[config.mk]
export PLATFORM = sky130hd
export DESIGN_NAME = iir_biquad_cascade
export DESIGN_NICKNAME = d
export VERILOG_FILES = /design/src/rtl/iir_pkg.sv /design/src/rtl/iir_round_sat.sv /design/src/rtl/iir_biquad_cascade.sv
export SDC_FILE = /design/constraint.sdc
export NUM_CORES = 2
export LEC_CHECK = 0
export BUFFER_PORTS_ARGS = -buffer_cell sky130_fd_sc_hd__buf_2
export CAP_MARGIN = 20
export CORE_ASPECT_RATIO = 1.5
export CORE_MARGIN = 5
export CORE_UTILIZATION = 45
export CTS_CLUSTER_DIAMETER = 150
export CTS_CLUSTER_SIZE = 10
export DETAILED_ROUTE_END_ITERATION = 6
export GPL_TIMING_DRIVEN = 0
export PLACE_DENSITY = 0.7
export SYNTH_ARGS = -nofsm -noshare
export SYNTH_HDL_FRONTEND = slang
export SYNTH_SLANG_ARGS = --single-unit
[constraint.sdc]
create_clock -name clk -period 62.9 [get_ports clk]
set_input_delay 6.29 -clock clk [delete_from_list [all_inputs] [get_ports clk]]
set_output_delay 6.29 -clock clk [all_outputs]
set_load 0.01 [all_outputs]
[src/rtl/iir_pkg.sv]
// Shared constants, state encoding and saturation limits for the biquad cascade.
`default_nettype none

package iir_pkg;

    localparam int DEF_DATA_W = 16;
    localparam int DEF_COEF_W = 16;
    localparam int DEF_FRAC   = 14;
    localparam int DEF_NSEC   = 4;
    localparam int DEF_ACC_W  = 40;

    localparam logic [2:0] B0 = 3'd0;
    localparam logic [2:0] B1 = 3'd1;
    localparam logic [2:0] B2 = 3'd2;
    localparam logic [2:0] A1 = 3'd3;
    localparam logic [2:0] A2 = 3'd4;

    typedef enum logic [1:0] {
        IDLE = 2'd0,
        MAC  = 2'd1,
        WB   = 2'd2,
        OUT  = 2'd3
    } state_t;

    function automatic longint sat_hi(input int w);
        return (longint'(1) <<< (w - 1)) - 1;
    endfunction

    function automatic longint sat_lo(input int w);
        return -(longint'(1) <<< (w - 1));
    endfunction

endpackage

`default_nettype wire

[src/rtl/iir_round_sat.sv]
// Accumulator-to-sample conversion: optional round-half-up (IIR_ROUND_EN), shift by FRAC, clamp.
`default_nettype none

module iir_round_sat
    import iir_pkg::*;
#(
    parameter int ACC_W  = DEF_ACC_W,
    parameter int DATA_W = DEF_DATA_W,
    parameter int FRAC   = DEF_FRAC
) (
    input  logic signed [ACC_W-1:0]  acc,
    output logic signed [DATA_W-1:0] y,
    output logic                     sat
);

    localparam logic signed [ACC_W-1:0] HI = ACC_W'(sat_hi(DATA_W));
    localparam logic signed [ACC_W-1:0] LO = ACC_W'(sat_lo(DATA_W));

    logic signed [ACC_W-1:0] rounded;
    logic signed [ACC_W-1:0] shifted;

`ifdef IIR_ROUND_EN
    localparam logic signed [ACC_W-1:0] HALF = ACC_W'(1) <<< (FRAC - 1);
    assign rounded = acc + HALF;
`else
    assign rounded = acc;
`endif

    assign shifted = rounded >>> FRAC;

    always_comb begin
        sat = 1'b0;
        y   = shifted[DATA_W-1:0];
        if (shifted > HI) begin
            y   = HI[DATA_W-1:0];
            sat = 1'b1;
        end else if (shifted < LO) begin
            y   = LO[DATA_W-1:0];
            sat = 1'b1;
        end
    end

endmodule

`default_nettype wire

[src/rtl/iir_biquad_cascade.sv]
// NSEC direct-form-I biquads sharing one MAC; rounding mode selected by IIR_ROUND_EN.
`default_nettype none

module iir_biquad_cascade
    import iir_pkg::*;
#(
    parameter int DATA_W = DEF_DATA_W,
    parameter int COEF_W = DEF_COEF_W,
    parameter int FRAC   = DEF_FRAC,
    parameter int NSEC   = DEF_NSEC,
    parameter int ACC_W  = DEF_ACC_W,
    localparam int SEC_W = (NSEC > 1) ? $clog2(NSEC) : 1
) (
    input  logic                     clk,
    input  logic                     rst,
    input  logic                     in_valid,
    output logic                     in_ready,
    input  logic signed [DATA_W-1:0] x_in,
    output logic                     out_valid,
    input  logic                     out_ready,
    output logic signed [DATA_W-1:0] y_out,
    input  logic                     coef_we,
    input  logic [SEC_W-1:0]         coef_sec,
    input  logic [2:0]               coef_idx,
    input  logic signed [COEF_W-1:0] coef_wdata,
    input  logic                     state_clr,
    output logic                     sat_flag
);

    localparam int PROD_W = COEF_W + DATA_W;
    localparam logic signed [COEF_W-1:0] COEF_ONE = COEF_W'(1 << FRAC);

    state_t                    state;
    logic [SEC_W-1:0]          sec;
    logic [2:0]                tap;
    logic signed [ACC_W-1:0]   acc;
    logic signed [DATA_W-1:0]  xs;

    logic signed [COEF_W-1:0]  coef [NSEC][5];
    logic signed [DATA_W-1:0]  x1 [NSEC];
    logic signed [DATA_W-1:0]  x2 [NSEC];
    logic signed [DATA_W-1:0]  y1 [NSEC];
    logic signed [DATA_W-1:0]  y2 [NSEC];

    logic signed [DATA_W-1:0]  opnd;
    logic signed [COEF_W-1:0]  coef_sel;
    logic signed [PROD_W-1:0]  prod;
    logic signed [ACC_W-1:0]   acc_base;
    logic signed [ACC_W-1:0]   acc_sum;
    logic signed [DATA_W-1:0]  ys;
    logic                      ys_sat;
    logic                      sec_ok;

    always_comb begin
        opnd = xs;
        case (tap)
            B0:      opnd = xs;
            B1:      opnd = x1[sec];
            B2:      opnd = x2[sec];
            A1:      opnd = y1[sec];
            A2:      opnd = y2[sec];
            default: opnd = xs;
        endcase
    end

    assign coef_sel = coef[sec][tap];
    assign prod     = PROD_W'(coef_sel) * PROD_W'(opnd);
    // Tap 0 starts a fresh sum; feedback taps subtract.
    assign acc_base = (tap == B0) ? '0 : acc;
    assign acc_sum  = (tap >= A1) ? acc_base - ACC_W'(prod) : acc_base + ACC_W'(prod);
    assign sec_ok   = 32'(coef_sec) < NSEC;

    iir_round_sat #(
        .ACC_W  (ACC_W),
        .DATA_W (DATA_W),
        .FRAC   (FRAC)
    ) u_round_sat (
        .acc (acc),
        .y   (ys),
        .sat (ys_sat)
    );

    // Coefficients only change between samples.
    always_ff @(posedge clk or posedge rst) begin
        if (rst) begin
            for (int s = 0; s < NSEC; s++)
                for (int k = 0; k < 5; k++)
                    coef[s][k] <= (k == 0) ? COEF_ONE : '0;
        end else if (coef_we && state == IDLE && coef_idx <= A2 && sec_ok) begin
            coef[coef_sec][coef_idx] <= coef_wdata;
        end
    end

    always_ff @(posedge clk or posedge rst) begin
        if (rst) begin
            state     <= IDLE;
            in_ready  <= 1'b0;
            out_valid <= 1'b0;
            y_out     <= '0;
            sat_flag  <= 1'b0;
            sec       <= '0;
            tap       <= '0;
            acc       <= '0;
            xs        <= '0;
            for (int s = 0; s < NSEC; s++) begin
                x1[s] <= '0;
                x2[s] <= '0;
                y1[s] <= '0;
                y2[s] <= '0;
            end
        end else if (state_clr) begin
            state     <= IDLE;
            in_ready  <= 1'b1;
            out_valid <= 1'b0;
            sat_flag  <= 1'b0;
            sec       <= '0;
            tap       <= '0;
            for (int s = 0; s < NSEC; s++) begin
                x1[s] <= '0;
                x2[s] <= '0;
                y1[s] <= '0;
                y2[s] <= '0;
            end
        end else begin
            case (state)
                IDLE: begin
                    in_ready <= 1'b1;
                    if (in_valid && in_ready) begin
                        xs       <= x_in;
                        sec      <= '0;
                        tap      <= '0;
                        in_ready <= 1'b0;
                        state    <= MAC;
                    end
                end
                MAC: begin
                    acc <= acc_sum;
                    if (tap == A2) begin
                        tap   <= '0;
                        state <= WB;
                    end else begin
                        tap <= tap + 3'd1;
                    end
                end
                WB: begin
                    x2[sec] <= x1[sec];
                    x1[sec] <= xs;
                    y2[sec] <= y1[sec];
                    y1[sec] <= ys;
                    xs      <= ys;
                    if (ys_sat)
                        sat_flag <= 1'b1;
                    if (sec == SEC_W'(NSEC - 1)) begin
                        y_out     <= ys;
                        out_valid <= 1'b1;
                        state     <= OUT;
                    end else begin
                        sec   <= sec + 1'b1;
                        state <= MAC;
                    end
                end
                OUT: begin
                    if (out_ready) begin
                        out_valid <= 1'b0;
                        in_ready  <= 1'b1;
                        state     <= IDLE;
                    end
                end
                default: state <= IDLE;
            endcase
        end
    end

endmodule

`default_nettype wire
==> flow_metrics.env <==
export IMPL_root_buffer="clkbuf_16"
export IMPL_drive_above_1_share=0.182
export IMPL_synth_area_leader_cell="dfrtp_1"
export IMPL_highest_layer="met4"
export IMPL_min_path_type="flip-flop to flip-flop"
export IMPL_antenna_found_initial=1
export IMPL_cts_resized=0
export IMPL_postCtsSetupRepairBufs=0
export IMPL_outcome="finished, final reports clean"
export IMPL_grt_max_degree=126
export IMPL_yosys_area_share_simple=0.0865
export IMPL_cpMostUsedCell="fa_1"
export IMPL_slew_headroom=0.180
export IMPL_first_pass_iters=5
export IMPL_gr_total_overflow=0
export IMPL_coreArea_um2=92900
export IMPL_wirelength_met1_um=44200
export IMPL_max_stage_delay_ps=920
export IMPL_crit_arrival_ps=16050
export IMPL_die_h_um=385
export IMPL_drv_cap=0
export IMPL_dp_final_hpwl_um=94200
export IMPL_grt_use_total=0.251
export IMPL_grt_pass1_vias=31918
export IMPL_row_count=137
export IMPL_setup_slack_ps=47380
export IMPL_syn_to_final_growth_pct=10.1
export IMPL_synth_xor_area_frac=0.0206
export IMPL_synth_fp_nets=4114
export IMPL_synth_compound_area_share=0.114
export IMPL_skew_ps=48.1
export IMPL_cts_htree_levels=3
export IMPL_final_nets=4261
export IMPL_setup_viol_count_final=0
export IMPL_drt_wl_total_um=125000
export IMPL_cts_hold_buffers=0
export IMPL_period_minus_slack_ps=15520
export IMPL_insertedDiodeCount=0
export IMPL_io_buffers=42
export IMPL_die_area_um2=99900
export IMPL_io_pins=62
export IMPL_dp_slack_ps=47540
export IMPL_cp_slowest_cell="buf_1"
export IMPL_synth_top_area_frac=0.389
export IMPL_cts_buffer_depth=3
export IMPL_wl_met3_um=8060
export IMPL_wl_per_cell_um=24.5
export IMPL_nFillCells=8361
export IMPL_synth_edf_count=0
export IMPL_worst_path_max_fanout=10
export IMPL_clkLatencyLatePin_ps=660
export IMPL_synth_seq_area_share=0.391
export IMPL_netlist_instances=3677
export IMPL_die_w_um=260
export IMPL_vias=30182
export IMPL_synth_area_um2=42100
export IMPL_synth_fa_ha_area_frac=0.164
export IMPL_crit_type="flip-flop to flip-flop"
export IMPL_synth_area_leaders="dfrtp_1 (39%), fa_1 (13%), mux2_2 (8.6%), mux4_2 (7.8%), a22o_1 (4.0%)"
export IMPL_place_gp_congestion=0.940
export IMPL_max_freq_ghz=0.0644
export IMPL_synth_top_family_by_area="multiplexers"
export IMPL_cp_end_kind="flip-flop"
export IMPL_hold_viol_final=0
export IMPL_numCtsBuffers=75
export IMPL_netlist_cell_type_count=81
export IMPL_fin_setup_tns_ps=0
export IMPL_routed_via_density=5.93
export IMPL_drtAntennaViolNets=0
export IMPL_drc=0
export IMPL_start_util=0.453
export IMPL_start_kind="flip-flop"
export IMPL_drtIter0Drc=2630
export IMPL_clock_sinks=658
export IMPL_met2_length_um=62900
export IMPL_fin_crit_sh=0.247
export IMPL_worst_pin_slew_ps=1220
export IMPL_synth_seq_cells=658
export IMPL_required_ps=63430
export IMPL_synth_ff_type="dfrtp_1"
export IMPL_rsz0062_at_grt="no"
export IMPL_ys_async_sr_fraction=1.00
export IMPL_final_max_slew_viol_count=0
export IMPL_grt_first_pass_wirelength_um=192000
export IMPL_clkTransAtPathRegs_ps=60
export IMPL_cts_tree="yes"
export IMPL_yosysWarnings=0
export IMPL_synthMuxAreaShare=0.172
export IMPL_avgSynthCellArea_um2=11.4
-- layout by cell type, fill, tap and decap left out, types with 17 or more instances in the layout --
cell / synthesis / routed
nor2b_1: 47 / 47
inv_1: 328 / 327
nor2_1: 216 / 216
mux4_2: 145 / 145
xnor2_1: 56 / 56
xor2_1: 43 / 43
buf_2: 13 / 60
nand2b_1: 66 / 66
a22o_1: 193 / 193
mux2i_1: 32 / 32
clkbuf_1: 199 / 206
mux2_2: 323 / 323
fa_1: 264 / 264
dfrtp_1: 654 / 654
ha_1: 130 / 130
o21ai_1: 16 / 17
nand3_1: 35 / 35
nand2_1: 239 / 239
a21o_1: 34 / 34
a21oi_1: 116 / 116
or2_2: 23 / 23
and2_1: 51 / 51
buf_1: 28 / 25
clkbuf_16: 0 / 76
a22oi_1: 21 / 21
a31oi_1: 18 / 18
o21ai_0: 183 / 182
-- stage by stage --
step | cell area [um^2] | cells | hold slack [ps] | utilization
after global placement | 43900 | 4970 | 453 | 0.472
after CTS | 46300 | 5088 | 475 | 0.499
final | 46300 | 5089 | 471 | 0.499
after floorplan | 42100 | 3677 | 437 | -
after detailed placement | 44300 | 4997 | 462 | 0.477
after global routing | 46300 | 5089 | 497 | 0.499
-- logic make-up (layout without fill, tap and decap cells) --
group,after synthesis,count (layout)
xor+xnor,99,99
simple gates,756,756
buf+inv,572,733
mux,500,500
compound gates,698,698
flops,658,658
fa+ha+maj,394,394
-- layer usage --
layer  GRT usage  up-vias
li1            -    13034
met1       0.283    15553
met2       0.437     1191
met3      0.0483      404
met4       0.157        0
met5           0        -
-- worst max-delay path, delay by kind of cell (launching register included) --
family | cells | cell delay (ps)
compound gates | 13 | 3370
fa+ha+maj | 8 | 3870
simple gates | 6 | 2080
flops | 1 | 490
mux | 2 | 820
buf+inv | 12 | 4190
xor+xnor | 2 | 520
-- path summary, 6_finish.rpt --
path                       cells past startpoint        end  slack, ps  startpoint
min reg2reg                                    2     acc[8]        470      acc[8]
min in group asynchronous                      2  coef[194]       5730         rst
max reg2reg                                   43    acc[39]      47380      sec[1]
max                                           43    acc[39]      47380      sec[1]
min                                            2     acc[8]        470      acc[8]
max in group asynchronous                      5    acc[31]      55050         rst
-- cell usage after synthesis, drive strengths merged (43+ instances only) --
cell type  number
a21oi         117
a22o          193
and2           52
buf            44
clkbuf        199
dfrtp         654
fa            264
ha            130
inv           329
mux2          323
mux4          145
nand2         239
nand2b         66
nor2          216
nor2b          47
o21ai         201
xnor2          56
xor2           43
-- flip-flops by register name (all words and copies together), names as in the netlist --
name	count
y_out	16
tap	3
sat_flag	1
state	2
sec	2
coef	320
x2	64
xs	16
y1	64
x1	64
in_ready	1
out_valid	1
acc	40
y2	64
-- layout make-up --
class	instances	area, um^2	share of cell area
clock inverters	6	104	0.00224
multi-input cells	2447	23400	0.506
well taps	1251	1570	0.0338
plain buffers	243	956	0.0206
flip-flops and latches	658	16500	0.355
repair buffers	70	616	0.0133
inverters	329	1240	0.0268
clock buffers	85	1950	0.0420
Power is left out: the tool's default activity adds up to more than one toggle a clock period on the data nets, which glitch-free logic cannot reach.
